File: src/rtl/game_pkg.sv
// Shared game-flow definitions: phase encoding and field widths used by the
// sequencer, the VGA overlay and the seven-segment decode.
package game_pkg;

    localparam int LEVEL_W           = 4;
    localparam int LIVES_W           = 2;
    localparam int DEFAULT_MAX_LEVEL = 8;

    typedef enum logic [2:0] {
        PH_IDLE      = 3'd0,
        PH_PLAY      = 3'd1,
        PH_DYING     = 3'd2,
        PH_LEVEL_UP  = 3'd3,
        PH_GAME_OVER = 3'd4,
        PH_VICTORY   = 3'd5
    } phase_e;

endpackage

File: src/rtl/game_sequencer_if.sv
// Game-flow bundle between the sequencer and its consumers (frog, cars, VGA,
// collisions, seven-segment).
interface game_sequencer_if
    import game_pkg::*;
();

    logic               clk_enable;
    logic               start;
    logic               death_collision;
    logic               win_collision;
    logic [LEVEL_W-1:0] current_level;
    logic [LIVES_W-1:0] lives;
    logic               round_reset;
    logic               freeze;
    logic [2:0]         phase;
    logic               game_over;
    logic               victory;

    modport slave (
        input  clk_enable, start, death_collision, win_collision,
        output current_level, lives, round_reset, freeze, phase, game_over, victory
    );

    modport master (
        output clk_enable, start, death_collision, win_collision,
        input  current_level, lives, round_reset, freeze, phase, game_over, victory
    );

endinterface

File: src/rtl/edge_detect.sv
// One-bit rising-edge detector: registers the previous input value and flags
// a 0->1 change for one clock.
module edge_detect (
    input  logic clk,
    input  logic reset_n,
    input  logic d,
    output logic rise
);

    logic d_d;
    logic d_q;

    always_comb begin
        d_d = d;
    end

    always_ff @(posedge clk or negedge reset_n) begin
        if (!reset_n) begin
            d_q <= 1'b0;
        end else begin
            d_q <= d_d;
        end
    end

    assign rise = d & ~d_q;

endmodule

File: src/rtl/game_sequencer.sv
// Central frogger game-flow FSM: owns level, lives and phase, and drives the
// shared round-reset / freeze controls for the frog and car lanes.
module game_sequencer
    import game_pkg::*;
#(
    parameter int MAX_LEVEL    = DEFAULT_MAX_LEVEL,
    parameter int START_LIVES  = 3,
    parameter int DEATH_TICKS  = 50,
    parameter int BANNER_TICKS = 100,
    parameter int TIMER_W      = 8
) (
    input  logic           clk,
    input  logic           reset_n,
    game_sequencer_if.slave bus
);

    if (DEATH_TICKS < 1 || BANNER_TICKS < 1) begin : g_bad_ticks
        $error("game_sequencer: DEATH_TICKS and BANNER_TICKS must be at least 1");
    end
    if (DEATH_TICKS > (1 << TIMER_W) || BANNER_TICKS > (1 << TIMER_W)) begin : g_bad_timer
        $error("game_sequencer: TIMER_W too narrow for the phase tick counts");
    end
    if (MAX_LEVEL < 1 || MAX_LEVEL >= (1 << LEVEL_W)) begin : g_bad_level
        $error("game_sequencer: MAX_LEVEL out of range");
    end
    if (START_LIVES < 1 || START_LIVES > 3) begin : g_bad_lives
        $error("game_sequencer: START_LIVES must be 1..3");
    end

    localparam logic [TIMER_W-1:0] DEATH_LAST  = TIMER_W'(DEATH_TICKS - 1);
    localparam logic [TIMER_W-1:0] BANNER_LAST = TIMER_W'(BANNER_TICKS - 1);
    localparam logic [LEVEL_W-1:0] LEVEL_MAX   = LEVEL_W'(MAX_LEVEL);
    localparam logic [LEVEL_W-1:0] LEVEL_ONE   = LEVEL_W'(1);
    localparam logic [LIVES_W-1:0] LIVES_INIT  = LIVES_W'(START_LIVES);
    localparam logic [LIVES_W-1:0] LIVES_ONE   = LIVES_W'(1);
    localparam logic [TIMER_W-1:0] TIMER_ONE   = TIMER_W'(1);

    phase_e             state_q, state_d;
    logic [LEVEL_W-1:0] level_q, level_d;
    logic [LIVES_W-1:0] lives_q, lives_d;
    logic [TIMER_W-1:0] timer_q, timer_d;
    logic               round_reset_q, round_reset_d;
    logic               freeze_q, freeze_d;
    logic               game_over_q, game_over_d;
    logic               victory_q, victory_d;

    logic start_rise;
    logic death_rise;
    logic win_rise;

    edge_detect u_start_edge (.clk(clk), .reset_n(reset_n), .d(bus.start),           .rise(start_rise));
    edge_detect u_death_edge (.clk(clk), .reset_n(reset_n), .d(bus.death_collision), .rise(death_rise));
    edge_detect u_win_edge   (.clk(clk), .reset_n(reset_n), .d(bus.win_collision),   .rise(win_rise));

    always_ff @(posedge clk or negedge reset_n) begin
        if (!reset_n) begin
            state_q       <= PH_IDLE;
            level_q       <= LEVEL_ONE;
            lives_q       <= LIVES_INIT;
            timer_q       <= '0;
            round_reset_q <= 1'b0;
            freeze_q      <= 1'b1;
            game_over_q   <= 1'b0;
            victory_q     <= 1'b0;
        end else begin
            state_q       <= state_d;
            level_q       <= level_d;
            lives_q       <= lives_d;
            timer_q       <= timer_d;
            round_reset_q <= round_reset_d;
            freeze_q      <= freeze_d;
            game_over_q   <= game_over_d;
            victory_q     <= victory_d;
        end
    end

    // Collision edges only matter in PLAY; a death outranks a simultaneous win.
    always_comb begin
        state_d = state_q;
        level_d = level_q;
        lives_d = lives_q;
        timer_d = timer_q;
        case (state_q)
            PH_IDLE: begin
                if (start_rise) begin
                    state_d = PH_PLAY;
                    level_d = LEVEL_ONE;
                    lives_d = LIVES_INIT;
                end
            end
            PH_PLAY: begin
                if (death_rise) begin
                    timer_d = '0;
                    if (lives_q > LIVES_ONE) begin
                        state_d = PH_DYING;
                        lives_d = lives_q - LIVES_ONE;
                    end else begin
                        state_d = PH_GAME_OVER;
                        lives_d = '0;
                    end
                end else if (win_rise) begin
                    if (level_q < LEVEL_MAX) begin
                        state_d = PH_LEVEL_UP;
                        level_d = level_q + LEVEL_ONE;
                        timer_d = '0;
                    end else begin
                        state_d = PH_VICTORY;
                    end
                end
            end
            PH_DYING: begin
                if (bus.clk_enable) begin
                    if (timer_q == DEATH_LAST) begin
                        state_d = PH_PLAY;
                        timer_d = '0;
                    end else begin
                        timer_d = timer_q + TIMER_ONE;
                    end
                end
            end
            PH_LEVEL_UP: begin
                if (bus.clk_enable) begin
                    if (timer_q == BANNER_LAST) begin
                        state_d = PH_PLAY;
                        timer_d = '0;
                    end else begin
                        timer_d = timer_q + TIMER_ONE;
                    end
                end
            end
            PH_GAME_OVER, PH_VICTORY: begin
                if (start_rise) begin
                    state_d = PH_IDLE;
                end
            end
            default: begin
                state_d = PH_IDLE;
            end
        endcase
    end

    // Status flags are derived from the next state so they land with it.
    always_comb begin
        round_reset_d = (state_d == PH_PLAY) && (state_q != PH_PLAY);
        freeze_d      = (state_d != PH_PLAY);
        game_over_d   = (state_d == PH_GAME_OVER);
        victory_d     = (state_d == PH_VICTORY);
    end

    assign bus.current_level = level_q;
    assign bus.lives         = lives_q;
    assign bus.round_reset   = round_reset_q;
    assign bus.freeze        = freeze_q;
    assign bus.phase         = state_q;
    assign bus.game_over     = game_over_q;
    assign bus.victory       = victory_q;

endmodule

File: src/flat_wrapper.sv
// flat-port wrapper written by rule: the top's interface ports become plain ports
module game_sequencer_flat import game_pkg::*;
#(
    parameter int MAX_LEVEL    = DEFAULT_MAX_LEVEL,
    parameter int START_LIVES  = 3,
    parameter int DEATH_TICKS  = 50,
    parameter int BANNER_TICKS = 100,
    parameter int TIMER_W      = 8
)
  (clk, reset_n, bus_clk_enable, bus_start, bus_death_collision, bus_win_collision, bus_current_level, bus_lives, bus_round_reset, bus_freeze, bus_phase, bus_game_over, bus_victory);
  game_sequencer_if bus_i ();
  input  logic clk;
  input  logic reset_n;
  input wire logic [$bits(bus_i.clk_enable)-1:0] bus_clk_enable;
  input wire logic [$bits(bus_i.start)-1:0] bus_start;
  input wire logic [$bits(bus_i.death_collision)-1:0] bus_death_collision;
  input wire logic [$bits(bus_i.win_collision)-1:0] bus_win_collision;
  output wire logic [$bits(bus_i.current_level)-1:0] bus_current_level;
  output wire logic [$bits(bus_i.lives)-1:0] bus_lives;
  output wire logic [$bits(bus_i.round_reset)-1:0] bus_round_reset;
  output wire logic [$bits(bus_i.freeze)-1:0] bus_freeze;
  output wire logic [$bits(bus_i.phase)-1:0] bus_phase;
  output wire logic [$bits(bus_i.game_over)-1:0] bus_game_over;
  output wire logic [$bits(bus_i.victory)-1:0] bus_victory;
  assign bus_i.clk_enable = bus_clk_enable;
  assign bus_i.start = bus_start;
  assign bus_i.death_collision = bus_death_collision;
  assign bus_i.win_collision = bus_win_collision;
  assign bus_current_level = bus_i.current_level;
  assign bus_lives = bus_i.lives;
  assign bus_round_reset = bus_i.round_reset;
  assign bus_freeze = bus_i.freeze;
  assign bus_phase = bus_i.phase;
  assign bus_game_over = bus_i.game_over;
  assign bus_victory = bus_i.victory;
  game_sequencer #(.MAX_LEVEL(MAX_LEVEL), .START_LIVES(START_LIVES), .DEATH_TICKS(DEATH_TICKS), .BANNER_TICKS(BANNER_TICKS), .TIMER_W(TIMER_W)) u_core (.clk(clk), .reset_n(reset_n), .bus(bus_i));
endmodule
File: config.mk
export PLATFORM = sky130hd
export DESIGN_NAME = game_sequencer_flat
export DESIGN_NICKNAME = d
export VERILOG_FILES = /design/src/rtl/game_pkg.sv /design/src/rtl/game_sequencer_if.sv /design/src/rtl/edge_detect.sv /design/src/rtl/game_sequencer.sv /design/src/flat_wrapper.sv
export SDC_FILE = /design/constraint.sdc
export NUM_CORES = 1
export LEC_CHECK = 0
export CORE_ASPECT_RATIO = 0.7
export CORE_MARGIN = 2
export CORE_UTILIZATION = 45
export DETAILED_ROUTE_END_ITERATION = 6
export PLACE_DENSITY_LB_ADDON = 0.3
export SLEW_MARGIN = 20
export SYNTH_ARGS = -nofsm -noshare
export SYNTH_HDL_FRONTEND = slang
export SYNTH_SLANG_ARGS = --single-unit
File: constraint.sdc
create_clock -name clk -period 2.2 [get_ports clk]
set_input_delay 0.44 -clock clk [delete_from_list [all_inputs] [get_ports clk]]
set_output_delay 0.44 -clock clk [all_outputs]
set_load 0.005 [all_outputs]
# == Yosys cells after proc, flatten, opt, wreduce, memory -nomap -nowiden ==
# Cells that the tools add are included.
# word_totals
regBits,24
word_cells,79
# classes
addsub,3
n_lt_le_gt_ge,2
n_eq_ne,21
mux,28
bitwise,6
n_reduce_logical,8
# ops
cell,count
$mux 8,7
$mux 3,10
$pmux 8 s3,1
$mux 4,4
$pmux 3 s5,1
$eq 3x3->1 const B,4
$reduce_and 5->1,2
$ne 3x1->1 const B,3
$add 8x1->8 const B,1
$eq 8x6->1 const B,1
$eq 8x7->1 const B,1
$ne 2x2->1 const B,4
$pmux 4 s2,1
$eq 3x1->1 const B,2
$eq 3x2->1 const B,2
$mux 2,3
$ne 2x1->1 const B,3
$add 4x1->4 const B,1
$lt 4x4->1 const B,1
$pmux 2 s2,1
$and 1x1->1,3
$logic_not 3->1,1
$ne 3x2->1 const B,1
$not 1->1,3
other kinds (7),7

# == Depth between registers and ports, before layout ==
# logic_depth
word_depth,7
mapped_depth,6
ltp_nobuf,6

# == Modules after synthesis ==
# Synthesis repeated with hierarchy kept, for this count alone.
# hier_totals
hier_cells,123
hier_area_um2,1325.0
# by_module_without_submodules
module,n_inst,cells_per_inst,area_each_um2
game_sequencer,1,117,1208.7
edge_detect,3,2,38.8

# == Worst setup path after synthesis ==
# OpenSTA, ideal clock, no wires.
# synth_timing
path_type,flip-flop to flip-flop
start,register u_core.timer_q[0]
end,register u_core.timer_q[3]
setup_time_ns,0.092
arrival_ns,1.525
setup_slack_ns,0.583
path_stages_with_launch,6
synth_period_minus_slack_ns,1.617
cell_sequence,dfrtp_1 -> ha_1 -> and4b_1 -> o211ai_2 -> nand3_4 -> o31ai_2
# synth_via
elab_chain_len,4
elab_cells_between_ends,8
cone_classes,add/sub (1); eq/ne (2); mux (5)
# synth_lines
item,line,source
"start, declared",game_sequencer.sv:41,"logic [TIMER_W-1:0] timer_q, timer_d;"
"start signal, assigned",game_sequencer.sv:69,timer_q <= timer_d;
$add 8x1->8 (tied with other cells),"game_sequencer.sv:117, game_sequencer.sv:127",
"$mux 8, on equally long branches","game_sequencer.sv:123, game_sequencer.sv:113",
"$mux 8, on equally long branches","game_sequencer.sv:122, game_sequencer.sv:112",
$pmux 8 s3 (*),game_sequencer.sv:83,case (state_q)
# Every way passes the cells marked *; elsewhere a longest branch is shown, timed or not. The select of a mux whose other input is x is not followed.
# A chain may end at the register's enable or synchronous reset.

# == Worst setup path in the final report ==
# Same ends and word-level chain as after synthesis.

==> flow_results.xml <==
<?xml version="1.0" encoding="UTF-8"?>
<metrics>
  <group name="logic_synthesis">
    <metric name="synth_seq_cells" unit="">24</metric>
    <metric name="postSynthNetCount" unit="">131</metric>
    <metric name="dominantRegCellSynth" unit="">sky130_fd_sc_hd__dfrtp_1</metric>
    <metric name="synth.yosys.seq_area_share" unit="%">46.4</metric>
    <metric name="syn-instance-count" unit="">122</metric>
    <metric name="synth-warning-count" unit="">0</metric>
    <metric name="synthDistinctLibCells" unit="">45</metric>
    <metric name="syn_avg_cell_area" unit="um2">10.7</metric>
    <metric name="synth_enable_flop_cells" unit="">0</metric>
    <metric name="synth.cell_area" unit="um2">1310</metric>
    <metric name="synth-async-reset-ratio" unit="%">100</metric>
  </group>
  <group name="cells_and_area">
    <metric name="layout-drive-gt1-share" unit="%">14.1</metric>
    <metric name="finished_core_util" unit="%">56.4</metric>
    <metric name="post-route-cell-area" unit="um2">1570</metric>
    <metric name="most-common-layout-cells" unit="">sky130_fd_sc_hd__dfrtp_1, sky130_fd_sc_hd__clkdlybuf4s50_1, sky130_fd_sc_hd__nand3_1</metric>
    <metric name="layout.cells.most_common" unit="">sky130_fd_sc_hd__dfrtp_1</metric>
    <metric name="fillers" unit="">228</metric>
    <metric name="num-nets-final" unit="">152</metric>
    <metric name="total_inserted_antenna_cells" unit="">0</metric>
    <metric name="layout.cells.non_filler" unit="">178</metric>
    <metric name="flow.area_growth_from_synthesis" unit="%">20.1</metric>
  </group>
  <group name="die">
    <metric name="dieArea" unit="um2">3360</metric>
    <metric name="fp.dieW" unit="um">68.4</metric>
    <metric name="floorplan.core_area" unit="um2">2780</metric>
    <metric name="initial_core_util" unit="%">46.9</metric>
    <metric name="std_cell_rows" unit="">16</metric>
    <metric name="ios" unit="">19</metric>
    <metric name="die_height" unit="um">49.1</metric>
  </group>
  <group name="clock_network">
    <metric name="hold_buffers" unit="">0</metric>
    <metric name="cts_htree_levels" unit="">1</metric>
    <metric name="clock_tree.buffer_depth" unit="">2</metric>
    <metric name="cts_post_setup_buffers_inserted" unit="">0</metric>
    <metric name="cts.root.buffer_cell" unit="">sky130_fd_sc_hd__clkbuf_8</metric>
    <metric name="cts_buffers" unit="">3</metric>
    <metric name="insertion_delay" unit="ns">0.26</metric>
    <metric name="cts-resized-gates" unit="">0</metric>
    <metric name="clk_pin_slew_worst_paths" unit="ns">0.08</metric>
    <metric name="cts_tree" unit="">built</metric>
    <metric name="clock_sink_count" unit="">24</metric>
  </group>
  <group name="place">
    <metric name="placedInstanceArea" unit="um2">1510</metric>
    <metric name="detailed_placement_hpwl" unit="um">2030</metric>
    <metric name="place_congestion" unit="">0.855</metric>
    <metric name="numPortBuffers" unit="">18</metric>
    <metric name="post-place-cells" unit="">174</metric>
  </group>
  <group name="pwr">
    <metric name="sw_frac_of_total" unit="%">36.4</metric>
    <metric name="ir_worst_vdd" unit="mV">0.533</metric>
    <metric name="internal_power" unit="W">0.00106</metric>
    <metric name="power.share.clock" unit="%">17.7</metric>
    <metric name="power.leakage" unit="nW">0.651</metric>
    <metric name="total_switching_power" unit="W">0.000608</metric>
    <metric name="power_per_cell_area" unit="nW/um2">1060</metric>
    <metric name="p_comb_share" unit="%">36.8</metric>
    <metric name="part_of_the_total_power_dissipated_in_sequential_elements" unit="%">45.5</metric>
  </group>
  <group name="route">
    <metric name="drt_first_pass_iters" unit="">4</metric>
    <metric name="remaining_drc_errors" unit="">0</metric>
    <metric name="detail_route.wl_per_cell" unit="um">15.7</metric>
    <metric name="detail-route-antenna-nets" unit="">0</metric>
    <metric name="viasPerCell" unit="">5.92</metric>
    <metric name="drt_iter0_drc" unit="">92</metric>
    <metric name="drt_wl_total" unit="um">2800</metric>
    <metric name="vias" unit="">1054</metric>
  </group>
  <group name="global_route">
    <metric name="vias_in_the_first_global_route" unit="">958</metric>
    <metric name="grt_antenna_before_repair" unit="">0</metric>
    <metric name="grt_first_pass_wirelength" unit="um">4740</metric>
    <metric name="overflow" unit="">0</metric>
    <metric name="grt.total_usage" unit="%">18.6</metric>
    <metric name="grt_start_max_net_pins" unit="">25</metric>
  </group>
  <group name="setup_path">
    <metric name="crit_arrival" unit="ns">2.07</metric>
    <metric name="timing.critical_path.to_type" unit="">flop</metric>
    <metric name="timing.reg2reg.worst_path_depth" unit="">5</metric>
    <metric name="critical_path_required" unit="ns">2.37</metric>
    <metric name="worstSetupPathType" unit="">reg -&gt; reg</metric>
    <metric name="worstSetupStartpointType" unit="">flop</metric>
    <metric name="critical_path_peak_fanout" unit="">8</metric>
  </group>
  <group name="timing">
    <metric name="hold_viol" unit="">0</metric>
    <metric name="maxSlewHeadroom" unit="%">64.0</metric>
    <metric name="setup_total_neg_slack" unit="ns">0</metric>
    <metric name="rsz0062_at_grt" unit="">false</metric>
    <metric name="number_of_setup_violations_in_the_final_report" unit="">0</metric>
    <metric name="achievable-frequency" unit="GHz">0.528</metric>
    <metric name="min_period" unit="ns">1.89</metric>
    <metric name="finalMaxSlewViolations" unit="">0</metric>
    <metric name="final_period_utilization" unit="%">86.0</metric>
    <metric name="fin_clk_skew" unit="ns">0.00344</metric>
    <metric name="worst_slew_pin_slew" unit="ns">0.536</metric>
  </group>
  <group name="run_status">
    <metric name="result_of_the_run" unit="">finished clean</metric>
  </group>
  <group name="run">
    <metric name="drv_cap" unit="">0</metric>
  </group>
  <group name="worst_hold_path">
    <metric name="hp-class" unit="">in -&gt; async</metric>
  </group>
</metrics>
[final timing paths]
path	to	slack, ns	start
min reg2reg	u_core.bus.lives[1]$_DFFE_PN1P_	0.53	u_core.bus.lives[1]$_DFFE_PN1P_
max	u_core.timer_q[3]$_DFFE_PN0P_	0.31	u_core.timer_q[0]$_DFFE_PN0P_
min in group clk	u_core.bus.lives[1]$_DFFE_PN1P_	0.53	u_core.bus.lives[1]$_DFFE_PN1P_
max in group asynchronous	u_core.bus.lives[0]$_DFFE_PN1P_	1.38	reset_n
min	u_core.timer_q[4]$_DFFE_PN0P_	0.52	reset_n
max reg2reg	u_core.timer_q[3]$_DFFE_PN0P_	0.31	u_core.timer_q[0]$_DFFE_PN0P_
[synth_stat cells (3+ instances only)]
cell type	n	area, um2
sky130_fd_sc_hd__o21ai_1	3	15.0
sky130_fd_sc_hd__and3_1	7	43.8
sky130_fd_sc_hd__nor2_1	5	18.8
sky130_fd_sc_hd__o22ai_1	3	18.8
sky130_fd_sc_hd__dfrtp_1	20	500
sky130_fd_sc_hd__nand2_1	6	22.5
sky130_fd_sc_hd__nor2b_1	4	25.0
sky130_fd_sc_hd__nand3b_1	3	22.5
sky130_fd_sc_hd__nand3_1	10	50.1
sky130_fd_sc_hd__ha_1	3	37.5
sky130_fd_sc_hd__a32oi_1	4	35.0
sky130_fd_sc_hd__nand4_1	5	31.3
sky130_fd_sc_hd__inv_1	6	22.5
sky130_fd_sc_hd__dfstp_2	4	105
[flip-flops by register name (all words and copies together), names as in the netlist]
signal / flops
u_core.bus.current_level: 4
u_core.bus.freeze: 1
u_core.bus.game_over: 1
u_core.bus.lives: 2
u_core.bus.phase: 3
u_core.bus.round_reset: 1
u_core.bus.victory: 1
u_core.timer_q: 8
u_core.u_death_edge.d_q: 1
u_core.u_start_edge.d_q: 1
u_core.u_win_edge.d_q: 1
[through the flow]
stage / power (W) / hold WS, ns / worst slack (ns)
after floorplan: 0.00114 / 0.144 / 0.583
after global placement: 0.00134 / 0.500 / 0.171
after detailed placement: 0.00137 / 0.515 / 0.122
after CTS: 0.00167 / 0.527 / 0.340
after global routing: 0.00179 / 0.536 / 0.201
final: 0.00167 / 0.524 / 0.308
[metal layers]
layer / up-vias / share of wire [%] / GRT usage [%]
met4: 0 / 0.46 / 4.00
met3: 2 / 6.3 / 5.08
met1: 512 / 49 / 28.8
li1: 506 / - / -
met5: - / 0 / 0
met2: 34 / 45 / 25.6
[power groups by stage]
| stage | clock [W] | sequential [W] | combinational, W |
|---|---|---|---|
| 2_1_floorplan | 0 | 0.000686 | 0.000457 |
| 3_3_place_gp | 0 | 0.000745 | 0.000592 |
| 3_5_place_dp | 0 | 0.000760 | 0.000609 |
| 4_1_cts | 0.000305 | 0.000753 | 0.000615 |
| 5_1_grt | 0.000329 | 0.000779 | 0.000686 |
| 6_report | 0.000296 | 0.000760 | 0.000615 |
[worst max-delay path: stages, from the launching register on]
cell and delay, ns:
sky130_fd_sc_hd__dfrtp_1 0.46, sky130_fd_sc_hd__ha_1 0.29, sky130_fd_sc_hd__and4b_1 0.25, sky130_fd_sc_hd__o211ai_2 0.40
sky130_fd_sc_hd__nand3_4 0.15, sky130_fd_sc_hd__o31ai_2 0.25
[area by class of cell]
class	instances	area, um2	area share (%)
Clock buffer	4	55.1	3.51
Inverter	6	22.5	1.44
Multi-Input combinational cell	88	646	41.1
Sequential cell	24	606	38.6
Tap cell	36	45.0	2.87
Timing Repair Buffer	20	195	12.4
[cell families (layout without fill, tap and decap cells)]
kind of cell,count (synthesis),in the layout,synth area share [%]
multiplexers,2,2,1.53
AO/OA/AOI/OAI,27,27,15.9
XOR/XNOR,1,1,0.671
adder cells (fa/ha/maj),3,3,2.87
flip-flops,24,24,46.4
AND/OR/NAND/NOR,55,55,28.4
buffers and inverters,10,30,4.21
Power figures use the tool's default switching activity.
